===== config.mk =====
export PLATFORM = sky130hd
export DESIGN_NAME = shift_stack_buffer
export DESIGN_NICKNAME = d
export VERILOG_FILES = /design/src/rtl/shift_stack_pkg.sv /design/src/rtl/shift_stack_buffer.sv
export SDC_FILE = /design/constraint.sdc
export NUM_CORES = 1
export LEC_CHECK = 0
export CAP_MARGIN = 10
export CORE_UTILIZATION = 35
export CTS_BUF_LIST = sky130_fd_sc_hd__clkbuf_8
export CTS_CLUSTER_SIZE = 28
export DETAILED_ROUTE_END_ITERATION = 8
export PLACE_DENSITY = 0.55
export SLEW_MARGIN = 5
export SYNTH_ARGS = -nofsm -noshare
export SYNTH_HDL_FRONTEND = slang
export SYNTH_SLANG_ARGS = --single-unit

===== constraint.sdc =====
create_clock -name clk -period 6.1 [get_ports clk]
set_input_delay 0.915 -clock clk [delete_from_list [all_inputs] [get_ports clk]]
set_output_delay 0.915 -clock clk [all_outputs]
set_load 0.005 [all_outputs]

===== src/rtl/shift_stack_pkg.sv =====
// Shared definitions for the shift-stack family (capture logic, buffer, consumer).
//   mode_e     : buffer ordering, LIFO (0) or FIFO (1)
//   entry_op_e : per-entry storage action selected by the buffer control
package shift_stack_pkg;

  typedef enum logic {
    MODE_LIFO = 1'b0,
    MODE_FIFO = 1'b1
  } mode_e;

  typedef enum logic [1:0] {
    ENTRY_HOLD,
    ENTRY_SHIFT_UP,
    ENTRY_SHIFT_DOWN,
    ENTRY_LOAD_TOP
  } entry_op_e;

endpackage


===== src/rtl/shift_stack_buffer.sv =====
// shift_stack_buffer
//   Parametrised shift-register buffer working as a LIFO or FIFO. Every push
//   shifts the entries up by one and writes the new word at entry 0. LIFO pops
//   read entry 0 and shift the entries down. FIFO pops read the oldest entry at
//   count-1 without shifting.
// Ports
//   clk, rst    : clock, asynchronous active-high reset
//   mode        : requested ordering, only taken while empty and not pushing
//   push, pop   : operation requests for this cycle
//   din         : write data
//   dout        : registered read data, holds the last popped word
//   dout_valid  : one-cycle pulse after a successful pop
//   full, empty : combinational status from count
//   count       : number of occupied entries
//   overflow    : one-cycle pulse after a dropped push
//   underflow   : one-cycle pulse after a pop on an empty buffer
module shift_stack_buffer
  import shift_stack_pkg::*;
#(
  parameter  int DATA_W = 4,
  parameter  int DEPTH  = 4,
  localparam int CNT_W  = $clog2(DEPTH + 1)
) (
  input  logic              clk,
  input  logic              rst,
  input  logic              mode,
  input  logic              push,
  input  logic              pop,
  input  logic [DATA_W-1:0] din,
  output logic [DATA_W-1:0] dout,
  output logic              dout_valid,
  output logic              full,
  output logic              empty,
  output logic [CNT_W-1:0]  count,
  output logic              overflow,
  output logic              underflow
);

  logic [CNT_W-1:0]              r_count;
  mode_e                         r_modeQ;
  logic [DEPTH-1:0][DATA_W-1:0]  w_mem;
  logic                          w_popOk;
  logic                          w_pushOk;
  logic [CNT_W-1:0]              w_countNext;
  logic [CNT_W-1:0]              w_srcIdx;
  logic [DATA_W-1:0]             w_fifoSrc;
  logic [DATA_W-1:0]             w_popSrc;
  entry_op_e                     w_entryOp;

  assign full  = (r_count == CNT_W'(DEPTH));
  assign empty = (r_count == '0);
  assign count = r_count;

  // Decide what this cycle actually does. A push into a full buffer is still
  // accepted when a pop frees a slot on the same edge. The pop source is read
  // from the pre-edge contents, so push+pop returns the old word.
  always_comb begin
    w_popOk     = pop && !empty;
    w_pushOk    = push && (!full || w_popOk);

    w_countNext = r_count;
    if (w_pushOk && !w_popOk) begin
      w_countNext = r_count + CNT_W'(1);
    end else if (!w_pushOk && w_popOk) begin
      w_countNext = r_count - CNT_W'(1);
    end

    // In LIFO, push+pop only replaces the top. In FIFO it shifts din in while
    // the oldest word leaves from the far end.
    w_entryOp = ENTRY_HOLD;
    if (w_pushOk && w_popOk) begin
      w_entryOp = (r_modeQ == MODE_LIFO) ? ENTRY_LOAD_TOP : ENTRY_SHIFT_UP;
    end else if (w_pushOk) begin
      w_entryOp = ENTRY_SHIFT_UP;
    end else if (w_popOk && (r_modeQ == MODE_LIFO)) begin
      w_entryOp = ENTRY_SHIFT_DOWN;
    end

    // The FIFO read index is decoded explicitly so that count-1 never has to
    // index the storage array directly.
    w_srcIdx  = empty ? '0 : (r_count - CNT_W'(1));
    w_fifoSrc = w_mem[0];
    for (int k = 0; k < DEPTH; k++) begin
      if (w_srcIdx == CNT_W'(k)) begin
        w_fifoSrc = w_mem[k];
      end
    end
    w_popSrc = (r_modeQ == MODE_FIFO) ? w_fifoSrc : w_mem[0];
  end

  // One register per entry. Each entry picks its next value from a four-way
  // mux. Entries that fall outside the new count are cleared, so that unused
  // slots stay zero and stale data never appears.
  for (genvar i = 0; i < DEPTH; i++) begin : g_entry
    logic [DATA_W-1:0] r_entry;
    logic [DATA_W-1:0] w_upSrc;
    logic [DATA_W-1:0] w_downSrc;
    logic [DATA_W-1:0] w_next;

    if (i == 0) begin : g_bottom
      assign w_upSrc = din;
    end else begin : g_inner
      assign w_upSrc = w_mem[i-1];
    end

    if (i == DEPTH - 1) begin : g_last
      assign w_downSrc = '0;
    end else begin : g_notLast
      assign w_downSrc = w_mem[i+1];
    end

    always_comb begin
      w_next = r_entry;
      case (w_entryOp)
        ENTRY_SHIFT_UP:   w_next = w_upSrc;
        ENTRY_SHIFT_DOWN: w_next = w_downSrc;
        ENTRY_LOAD_TOP:   w_next = (i == 0) ? din : r_entry;
        default:          w_next = r_entry;
      endcase
    end

    always_ff @(posedge clk or posedge rst) begin
      if (rst) begin
        r_entry <= '0;
      end else if (CNT_W'(i) < w_countNext) begin
        r_entry <= w_next;
      end else begin
        r_entry <= '0;
      end
    end

    assign w_mem[i] = r_entry;
  end

  // Count, mode latch and the registered read port. The mode can only change
  // while the buffer is empty and nothing is being pushed, so the stored data
  // is always read back in the ordering it was written under.
  always_ff @(posedge clk or posedge rst) begin
    if (rst) begin
      r_count    <= '0;
      r_modeQ    <= MODE_LIFO;
      dout       <= '0;
      dout_valid <= 1'b0;
      overflow   <= 1'b0;
      underflow  <= 1'b0;
    end else begin
      r_count    <= w_countNext;
      if (empty && !push) begin
        r_modeQ <= mode_e'(mode);
      end
      dout_valid <= w_popOk;
      if (w_popOk) begin
        dout <= w_popSrc;
      end
      overflow   <= push && full && !pop;
      underflow  <= pop && empty;
    end
  end

endmodule

==> impl_summary.log, run 1 <==
INFO  metric status = complete, no violations
INFO  metric synthesis.instances = 181
INFO  metric post-cts-setup-buffer-count = 0
INFO  metric timing_max_transition_violations_final = 0
INFO  metric postLayoutCellArea = 0.00199 mm^2
INFO  metric grt-ovfl-total = 0
INFO  metric clk_path_buf_depth = 2
INFO  metric globalplace.congestion = 0.827
INFO  metric layout.nets = 209
INFO  metric drcViolationCount = 0
INFO  metric io_buffer_count = 20
INFO  metric r2r.worst_path.cells = 8
INFO  metric cts_num_sinks = 27
INFO  metric critPathLaunch = push
INFO  metric cts_repair_resize_count = 0
INFO  metric postSynth.topFlopCell = dfrtp_1
INFO  metric worstPathMaxFanout = 21
INFO  metric first_global_vias = 1329
INFO  metric synth.lib_cells_used.distinct = 43
INFO  metric synthesis.area = 0.00172 mm^2
INFO  metric critical_path_arrival = 3400 ps
INFO  metric period_minus_slack = 3280 ps
INFO  metric max_clock_freq = 305 MHz
INFO  metric first_pass_grt_wire_length = 6620 um
INFO  metric placedInstanceArea = 0.00194 mm^2
INFO  metric share_of_final_layout_standard_cells_stronger_than_drive_strength_1 = 12.2%
INFO  metric antenna_violating_nets_post_route = 0
INFO  metric synth_top_cell_area_share = 39.3%
INFO  metric initial_core_utilization = 36.4%
INFO  metric required_time_of_the_critical_path = 6220 ps
INFO  metric ys_seq_area_share = 39.3%
INFO  metric net_count_after_synthesis = 193
INFO  metric part_of_the_cycle_the_worst_path_needs = 53.8%
INFO  metric class_of_the_most_critical_hold_timing_path = flop to flop
INFO  metric core-area = 0.00472 mm^2
INFO  metric netlist_top_cells_area = dfrtp_1 39%, mux2_2 7.2%, mux2i_1 6.4%, nor2_1 4.6%, o21ai_0 3.5%
INFO  metric timing.clock.skew = 3.07 ps
INFO  metric pwr_density_cell = 473 mW/mm^2
INFO  metric fillCellCount = 461
INFO  metric finalSetupViolations = 0
INFO  metric wire_per_inst = 15.0 um
INFO  metric antennaDiodeCount = 0
INFO  metric grt_antenna_before_repair = 0
INFO  metric static-leakage-power = 0.836 nW
INFO  metric max_cap_violations = 0
INFO  metric tritoncts_clock_tree = built
INFO  metric synth_area_per_cell = 9.50 um^2
INFO  metric drt_wl_total = 3950 um
INFO  metric synth_enable_flop_cells = 0
INFO  metric grt_setup_unrepaired = false
INFO  metric drt_iter0_drc = 117
INFO  metric post_synth_most_frequent_cells = 27 x dfrtp_1, 21 x nor2_1, 14 x nand2_1
INFO  metric irDropWorstVdd = 0.144 mV
INFO  metric synthesis.yosys.warnings = 0
INFO  metric core.rowCount = 25
INFO  metric layout-area-overhead-vs-synth = 15.4%
INFO  metric r2r_slack = 3390 ps
INFO  metric worst_slew_pin_slew = 1020 ps
INFO  metric die_height = 72.1 um
INFO  metric worst_setup_path_endpoint = g_entry[0].r_entry[2]
INFO  metric pre_repair_dr_iteration_count = 4
INFO  metric reg2reg_to = g_entry[0].w_downSrc[1]
INFO  metric worst_hold_slack = 485 ps
INFO  metric end_kind = flop
INFO  metric gr-usage-all-layers = 16.4%
INFO  metric critical_path_class = input pin to flop
INFO  metric synth.largest_area_cell = dfrtp_1
INFO  metric cts_buffers = 3
INFO  metric slew_headroom = 31.8%
INFO  metric finalHoldViolations = 0
INFO  metric dieArea = 0.00520 mm^2
INFO  metric synth_most_common_cell = dfrtp_1
INFO  metric number_of_placed_i_o_pins = 21
INFO  metric clock_network_latency_to_the_later_pin_of_the_worst_skew_pair = 270 ps
INFO  metric post-dp-hpwl = 2960 um
INFO  metric synthArstFlopShare = 100%
INFO  metric ctsHoldBuffers = 0
INFO  metric htree_num_levels = 1
INFO  metric number_of_storage_elements_in_the_synthesis_netlist = 27
INFO  metric grt_start_max_net_pins = 28
INFO  metric clkTransAtPathRegs = 90 ps
INFO  metric avgViaCountPerCell = 5.22
INFO  metric rr_startpoint = count[0]
INFO  metric utilization = 42.0%
INFO  metric die_width = 72.1 um
INFO  metric finalSetupTns = 0 ps
INFO  metric vias = 1374
INFO  metric crit_path_start_kind = input pin
INFO  metric ctsRootBufferMaster = clkbuf_8
==> worst max-delay path, stage by stage <==
cell             delay (ps)
clkdlybuf4s50_1        1020
nand2b_1                270
o211ai_1                260
o211ai_1                330
nor3_1                  520
a311oi_1                 90
==> power breakdown <==
part	internal [mW]	switching (mW)
logic	0.246	0.267
clock network	0.0451	0.0536
registers	0.240	0.0871
total	0.531	0.408
==> state kept, by name, summed over array words and instances (netlist names) <==
register           flops
r_modeQ                1
dout_valid             1
dout                   4
overflow               1
count                  3
underflow              1
g_entry.r_entry        4
g_entry.w_downSrc     12
==> logic make-up (layout without fill, tap and decap cells) <==
family | Yosys count | count (layout) | share of synthesized area [%]
adders and majority gates | 3 | 3 | 2.18
AOI/OAI and AO/OA | 46 | 46 | 18.9
xor gates and xnor gates | 3 | 3 | 1.53
and+or+nand+nor | 60 | 60 | 18.3
buffers and inverters | 20 | 35 | 6.25
muxes | 22 | 22 | 13.6
DFF | 27 | 27 | 39.3
==> stage by stage <==
| step | instances | worst slack, ps | total power, mW |
|---|---|---|---|
| final | 263 | 2820 | 0.939 |
| after global routing | 263 | 2570 | 1.01 |
| after CTS | 263 | 2840 | 0.940 |
| after detailed placement | 259 | 2570 | 0.839 |
| after global placement | 259 | 2740 | 0.827 |
| after floorplan | 181 | 3770 | 0.681 |
==> layout by cell type, fill, tap and decap left out, types with 3 or more instances in the layout <==
cell	count
a211oi_1	3
nand3_1	5
and3_1	3
clkdlybuf4s50_1	20
clkbuf_8	3
ha_1	3
a311oi_1	4
inv_1	10
o21ai_0	12
mux2_2	11
nand2_1	14
a21oi_1	9
a21boi_0	4
nor2_1	21
dfrtp_1	27
nor2b_1	5
mux2i_1	11
==> how the worst min path moves through the flow <==
stage,start,cells past startpoint,to
after global placement,dout[1],2,dout[1]
after floorplan,dout[2],2,dout[2]
after CTS,dout[2],2,dout[2]
after global routing,dout[0],2,dout[0]
final,dout[2],2,dout[2]
after detailed placement,dout[2],2,dout[2]
==> layout make-up <==
class	instances	area, um^2	share of cell area (%)
clock buffers	3	41.3	2.08
clock inverters	1	3.75	0.189
inverters	11	43.8	2.21
multi-input cells	134	937	47.2
flip-flops and latches	27	676	34.0
well taps	67	83.8	4.22
repair buffers	20	200	10.1
==> layer usage <==
| metal | vias to the layer above | wire length [um] | part of all wire (%) | track usage (%) |
|---|---|---|---|---|
| met4 | 0 | 55 | 1.4 | 6.32 |
| met5 | - | 0 | 0 | 0 |
| met2 | 35 | 1830 | 46 | 26.1 |
| li1 | 674 | - | - | - |
| met3 | 6 | 173 | 4.4 | 3.06 |
| met1 | 659 | 1890 | 48 | 22.3 |
(Power assumes the default switching activity.)
==> run 2, diff against run 1 <==
Clock period 6.1 ns to 3.2 ns, I/O delays scaled along.
==> run 2 against run 1 <==
Compared with the run above:
- utilization grew 0.32 points
- sequential cell count stayed put
- total power is 92% higher
- cell count increased by 0.76%
- design area is 0.76% higher
- highest routed layer unchanged
==> impl_summary.log, run 2 (synthesized netlist as in run 1, its figures left out) <==
INFO  metric r2r_slack = 620 ps
INFO  metric pwr_density_cell = 902 mW/mm^2
INFO  metric htree_num_levels = 1
INFO  metric required_time_of_the_critical_path = 2720 ps
INFO  metric placed_cells = 261
INFO  metric cts_num_sinks = 27
INFO  metric status = complete, no violations
INFO  metric die_width = 72.1 um
INFO  metric utilization = 42.4%
INFO  metric final_common_cell = dfrtp_1
INFO  metric timing_max_transition_violations_final = 0
INFO  metric layout.nets = 211
INFO  metric antennaDiodeCount = 0
INFO  metric worstPathMaxFanout = 8
INFO  metric antenna_violating_nets_post_route = 0
INFO  metric core.rowCount = 25
INFO  metric class_of_the_most_critical_hold_timing_path = flop to flop
INFO  metric tritoncts_clock_tree = built
INFO  metric worst_slew_pin_slew = 1020 ps
INFO  metric grt_setup_unrepaired = false
INFO  metric r2r.worst_path.cells = 8
INFO  metric grt_start_max_net_pins = 28
INFO  metric met2_usage = 27.4%
INFO  metric postLayoutCellArea = 0.00200 mm^2
INFO  metric grt_antenna_before_repair = 0
INFO  metric die_height = 72.1 um
INFO  metric wire_per_inst = 15.0 um
INFO  metric crit_path_start_kind = flop
INFO  metric drt_iter0_drc = 112
INFO  metric post-dp-hpwl = 2950 um
INFO  metric clkTransAtPathRegs = 100 ps
INFO  metric fillCellCount = 461
INFO  metric clk_path_buf_depth = 2
INFO  metric vias = 1370
INFO  metric rr_startpoint = count[0]
INFO  metric post-route-worst-setup-slack = 532 ps
INFO  metric register_area = 676 um^2
INFO  metric multi_input_comb_area = 937 um^2
INFO  metric cts_repair_resize_count = 0
INFO  metric ctsRootBufferMaster = clkbuf_8
INFO  metric end_kind = output pin
INFO  metric irDropWorstVdd = 0.225 mV
INFO  metric static-leakage-power = 0.846 nW
INFO  metric clock_network_latency_to_the_later_pin_of_the_worst_skew_pair = 280 ps
INFO  metric first_global_vias = 1312
INFO  metric hold_end = dout[1]
INFO  metric finalSetupTns = 0 ps
INFO  metric pre_repair_dr_iteration_count = 4
INFO  metric layout-area-overhead-vs-synth = 16.3%
INFO  metric critical_path_arrival = 2190 ps
INFO  metric grt-ovfl-total = 0
INFO  metric period_minus_slack = 2670 ps
INFO  metric avgViaCountPerCell = 5.17
INFO  metric globalRouteMet3Util = 2.78%
INFO  metric whs_path_depth = 2
INFO  metric final_cell_mix = 27 x dfrtp_1, 21 x nor2_1, 20 x clkdlybuf4s50_1
INFO  metric critical_path_class = flop to output pin
INFO  metric detailedPlace.worstSlack = 332 ps
INFO  metric min-delay-start = dout[1]
INFO  metric dieArea = 0.00520 mm^2
INFO  metric finish.cell_count_without_fillers = 265
INFO  metric io_buffer_count = 20
INFO  metric first_pass_grt_wire_length = 6730 um
INFO  metric post-cts-setup-buffer-count = 0
INFO  metric gr-usage-all-layers = 16.6%
INFO  metric largest_register_ff_count = 12
INFO  metric globalplace.congestion = 0.799
INFO  metric number_of_placed_i_o_pins = 21
INFO  metric placedInstanceArea = 0.00196 mm^2
INFO  metric initial_core_utilization = 36.4%
INFO  metric drcViolationCount = 0
INFO  metric max_cap_violations = 0
INFO  metric timing.clock.skew = 4.92 ps
INFO  metric cts_buffers = 3
INFO  metric slew_headroom = 31.9%
INFO  metric grt_use_met1 = 22.4%
INFO  metric drt_wl_total = 3990 um
INFO  metric core-area = 0.00472 mm^2
INFO  metric max_clock_freq = 375 MHz
INFO  metric most_congested_layer_reported_by_global_routing = met2
INFO  metric finalSetupViolations = 0
INFO  metric reg2reg_to = g_entry[0].r_entry[0]
INFO  metric share_of_final_layout_standard_cells_stronger_than_drive_strength_1 = 13.1%
INFO  metric finalHoldViolations = 0
INFO  metric part_of_the_cycle_the_worst_path_needs = 83.4%
INFO  metric ctsHoldBuffers = 0
run 2: cell count changes in the layout (fill, tap and decap cells not counted), sizes merged:
cell  previous run  this run
buf              0         2
run 2: routing by layer:
metal | routed length [um] | part of all wire, %
met1 | 1910 | 48
met2 | 1940 | 49
met3 | 98 | 2.5
met4 | 35 | 0.88
met5 | 0 | 0
run 2: critical path, cell delays in order, from the launching register on:
cell and delay (ps):
dfrtp_1 510, inv_1 170, ha_1 280, or2b_4 330
inv_4 100, clkdlybuf4s50_1 510
run 2: per-stage QoR:
step / hold slack [ps] / power (mW)
finish: 504 / 1.80
global route: 536 / 1.95
CTS: 505 / 1.81
detailed placement: 484 / 1.61
global placement: 468 / 1.59
floorplan: 473 / 1.30
run 2: layout make-up:
class | instances | share of cell area [%]
Clock buffer | 3 | 2.06
Clock inverter | 1 | 0.188
Inverter | 11 | 2.19
Multi-Input combinational cell | 134 | 46.8
Sequential cell | 27 | 33.8
Tap cell | 67 | 4.19
Timing Repair Buffer | 22 | 10.8
run 2: worst max path at each step:
| stage | from | endpoint | slack [ps] | cells after the start |
|---|---|---|---|---|
| after floorplan | count[0] | g_entry[1].w_downSrc[0] | 870 | 9 |
| after global placement | push | g_entry[0].r_entry[2] | 460 | 6 |
| after detailed placement | push | g_entry[0].r_entry[0] | 330 | 6 |
| after CTS | count[0] | empty | 530 | 5 |
| after global routing | count[0] | g_entry[0].r_entry[0] | 410 | 8 |
| final | count[0] | empty | 530 | 5 |
run 2: power by group:
part           total, mW  internal, mW  switching (mW)
sequential         0.624         0.457           0.168
combinational      0.983         0.478           0.505
clock              0.197        0.0863           0.111
==> edit 1 (config.mk and constraints of run 1) <==
Register the input `mode` before use, with the module's reset. The logic sees it one clock later. The other inputs are not delayed to match. Comments in the files are not updated.
--- a/src/rtl/shift_stack_buffer.sv
+++ b/src/rtl/shift_stack_buffer.sv
@@ -35,6 +35,16 @@
   output logic              overflow,
   output logic              underflow
 );
+
+  logic mode_q;
+
+  always_ff @(posedge clk or posedge rst) begin
+    if (rst) begin
+      mode_q <= '0;
+    end else begin
+      mode_q <= mode;
+    end
+  end
 
   logic [CNT_W-1:0]              r_count;
   mode_e                         r_modeQ;
@@ -146,7 +156,7 @@
     end else begin
       r_count    <= w_countNext;
       if (empty && !push) begin
-        r_modeQ <= mode_e'(mode);
+        r_modeQ <= mode_e'(mode_q);
       end
       dout_valid <= w_popOk;
       if (w_popOk) begin
Behaviour: not the same (a bounded check fails within 10 cycles, from zero or initial values and one cycle with rst high).
==> edit 1 against run 1 <==
Final area fell by 5.9%; final cell count is 9.1% lower; fmax is 7.8% higher; total power is 3.2% lower; register-to-register slack improved by 220 ps; combinational power is 10% lower; sequential cell count is 1 higher; wire length down 6.1%; sequential share of layout area up 3.5 points; area after synthesis down 7.3%; worst setup slack improved by 240 ps; die area shrank 7.1%; non-clock buffer count stayed put; critical path type is now register to output port; largest power group unchanged.
==> edit 1: results (changes against run 1) <==
- Status: finished, final reports clean
- Grt met3 use: 0.0233 (-0.00730)
- Largest net degree at the start of global routing: 29 (+3.6%)
- Vias in the first global route: 1381 (+3.9%)
- Clkbuf count: 4 (+1)
- GRT Overall Usage: 0.170 (+0.00506)
- NonClk Buf Share: 0.107 (+0.00628)
- Fillers: 419 (-9.1%)
- Internal power: 0.000527 W (-0.70%)
- Share of cells above drive strength 1: 0.0802 (-0.0422)
- Sequential cell area share: 0.375 (+0.0346)
- Top-area cell type share of the netlist area: 0.439 (+0.0465)
- DR WL met2: 1700 um (-7.4%)
- Via count: 1330 (-3.2%)
- Seq Cell Count: 28 (+3.7%)
- WL met1: 1830 um (-3.4%)
- Met1 Resource Use GR: 0.232 (+0.00882)
- Iteration-0 DRC Markers: 99 (-15%)
- Multi-input logic portion of the cell area: 0.430 (-0.0422)
- Worst slew pin tran: 1040 ps (+16.1 ps)
- Final GP Congestion: 0.776 (-6.1%)
- ClkCell Share: 0.0295 (+0.00677)
- Leak: 0.783 nW (-6.3%)
- Sequential-to-total area share from yosys stat: 0.439 (+0.0465)
- Grt met2 use: 0.273 (+0.0123)
- Met3 WL: 118 um (-32%)
- Pre-CTS setup slack: 3020 ps (+451 ps)
- Final net count: 200 (-4.3%)
- Reg2reg path depth: 7 (-1)
- Maximum fanout along the worst path: 9 (-57%)
- R2R Path End: dout[1]$_DFFE_PP0N_
- Internal reg-to-reg setup slack: 3610 ps (+220 ps)
- Worst Setup SP: count[0]$_DFF_PP0_
- Synthesized Nets: 182 (-5.7%)
- Comb_multi_in: 123 (-8.2%)
- Peak VDD IR: 0.145 mV (+0.62%)
- Ranking of synthesized cells by area: dfrtp_1 (44%), a21oi_1 (5.0%), mux2i_1 (4.4%), a211oi_1 (4.2%), nand2_1 (4.0%)
- Routed WL: 3710 um (-6.1%)
- Final core occ: 0.429 (+0.00891)
- Row count: 24 (-4.0%)
- First-pass GRT wire length: 6650 um (+0.51%)
- Arrival time worst endpoint: 2130 ps (-1270 ps)
- Most frequent cells after synthesis: dfrtp_1 (28), nand2_1 (17), a21oi_1 (16)
- Placed Instance Area: 1810 sq um (-6.5%)
- Non-clock inverters: 12 (+1)
- Clock Skew: 4.47 ps (+1.40 ps)
- Post-route insts no fill: 239 (-9.1%)
- Setup crit end: full
## edit 1: cell count changes in the layout (fill, tap and decap cells not counted), sizes merged, moves of 6 or more
cell / change
a22oi: +8
mux2: -7
o21ai: -7
a211oi: +6
a21oi: +6
nor2: -6
## edit 1: cell families after synthesis
logic type | synth area share
XOR/XNOR | 0.0165
AO/OA/AOI/OAI | 0.210
adder cells (fa/ha/maj) | 0.0235
multiplexers | 0.0792
AND/OR/NAND/NOR | 0.174
flip-flops | 0.439
buffers and inverters | 0.0573
## edit 1: worst min path at each step
| stage | start | to | slack [ps] | cells after the start |
|---|---|---|---|---|
| after floorplan | mode_q$_DFF_PP0_ | r_modeQ$_DFFE_PP0P_ | 450 | 1 |
| after global placement | mode_q$_DFF_PP0_ | r_modeQ$_DFFE_PP0P_ | 470 | 1 |
| after detailed placement | dout[2]$_DFFE_PP0N_ | dout[2]$_DFFE_PP0N_ | 480 | 2 |
| after CTS | dout[2]$_DFFE_PP0N_ | dout[2]$_DFFE_PP0N_ | 510 | 2 |
| after global routing | dout[2]$_DFFE_PP0N_ | dout[2]$_DFFE_PP0N_ | 530 | 2 |
| final | dout[2]$_DFFE_PP0N_ | dout[2]$_DFFE_PP0N_ | 500 | 2 |
## edit 1: worst max-delay path, stage by stage (launching register included)
cell and delay [ps]:
dfrtp_1 520, inv_1 190, ha_1 370, nand2_1 200, inv_1 80, clkdlybuf4s50_1 500
## edit 1: power groups by stage
| stage | clock network [W] | registers [W] | logic, W |
|---|---|---|---|
| finish | 0.000114 | 0.000335 | 0.000460 |
| global route | 0.000128 | 0.000345 | 0.000514 |
| CTS | 0.000120 | 0.000334 | 0.000463 |
| detailed placement | 0 | 0.000339 | 0.000462 |
| global placement | 0 | 0.000337 | 0.000449 |
| floorplan | 0 | 0.000299 | 0.000353 |
==> edit 2 (settings of run 1) <==
Without the edit above. `DATA_W`: 4 -> 6.
--- a/src/rtl/shift_stack_buffer.sv
+++ b/src/rtl/shift_stack_buffer.sv
@@ -17,7 +17,7 @@
 module shift_stack_buffer
   import shift_stack_pkg::*;
 #(
-  parameter  int DATA_W = 4,
+  parameter  int DATA_W = 6,
   parameter  int DEPTH  = 4,
   localparam int CNT_W  = $clog2(DEPTH + 1)
 ) (
Ports: changed (resized din and dout); port bits go from 21 to 25. The function was not compared with the original's and may differ.
==> edit 2 against run 1 <==
Area after synthesis grew 27%; final area grew 29%; sequential cell count grew 10; total power grew 35%; first-iteration DRC count grew 63%; register-to-register slack lost 190 ps; clock power grew 110%; wire length grew 24%; worst setup slack gained 11 ps.
==> edit 2: results (changes against run 1) <==
- Critical path's largest stage delay: 510 ps (-510 ps)
- Final GP Congestion: 0.750 (-9.3%)
- Status: finished, final reports clean
- Ranking of synthesized cells by area: dfrtp_1 (42%), mux2i_1 (5.5%), a21oi_1 (4.6%), nor2_1 (3.9%), a211oi_2 (3.4%)
- Post-Synth XOR/XNOR Area: 0.00401 (-0.0113)
- Vias in the first global route: 1592 (+20%)
- Crit path kind: register to output port
- HPWL Detailed: 3620 um (+22%)
- Arrival time worst endpoint: 2360 ps (-1040 ps)
- Comb power: 0.000645 W (+26%)
- Reg2reg path depth: 7 (-1)
- Leak: 1.11 nW (+33%)
- PD cells: 494 nW/um^2 (+4.6%)
- Peak VDD IR: 0.200 mV (+39%)
- Fillers: 605 (+31%)
- Iteration-0 DRC Markers: 191 (+63%)
- Placed Instance Area: 2450 sq um (+26%)
- Hold Slack: 545 ps (+60.3 ps)
- Num CTS Buffers: 5 (+2)
- Internal reg-to-reg setup slack: 3200 ps (-190 ps)
- Clk Latency, worst-skew pair: 290 ps (+20 ps)
- Most frequent cells after synthesis: dfrtp_1 (37), nor2_1 (23), a21oi_1 (20)
- Share of cells above drive strength 1: 0.139 (+0.0169)
- Sequential-to-total area share from yosys stat: 0.424 (+0.0309)
- Worst slew pin tran: 1030 ps (+8.41 ps)
- Setup crit end: empty
- Synthesized Nets: 240 (+24%)
- Clock Skew: 5.30 ps (+2.23 ps)
- Flop pwr share: 0.328 (-0.020)
-- edit 2: cell types whose count changed in the layout (fill, tap and decap cells not counted), moves of 8 or more --
cell | before | now
dfrtp_1 | 27 | 37
nor3_1 | 1 | 9
mux2_2 | 11 | 2
a21oi_1 | 9 | 20
o21ai_0 | 12 | 4
-- edit 2: area by class of cell --
cell class	instances	area [sq um]	share of cell area
Clock buffer	5	68.8	0.0269
Clock inverter	2	35.0	0.0137
Inverter	10	40.0	0.0156
Multi-Input combinational cell	165	1150	0.448
Sequential cell	37	926	0.362
Tap cell	75	93.8	0.0367
Timing Repair Buffer	25	248	0.0968
-- edit 2: stage by stage --
step | cells | utilization
2_1_floorplan | 224 | -
3_3_place_gp | 312 | 0.412
3_5_place_dp | 312 | 0.412
4_1_cts | 319 | 0.430
5_1_grt | 319 | 0.430
6_report | 319 | 0.430
-- edit 2: metal layers --
layer	global-route usage	up-vias
li1	-	854
met1	0.266	815
met2	0.225	55
met3	0.0506	2
met4	0.0482	0
met5	0	-
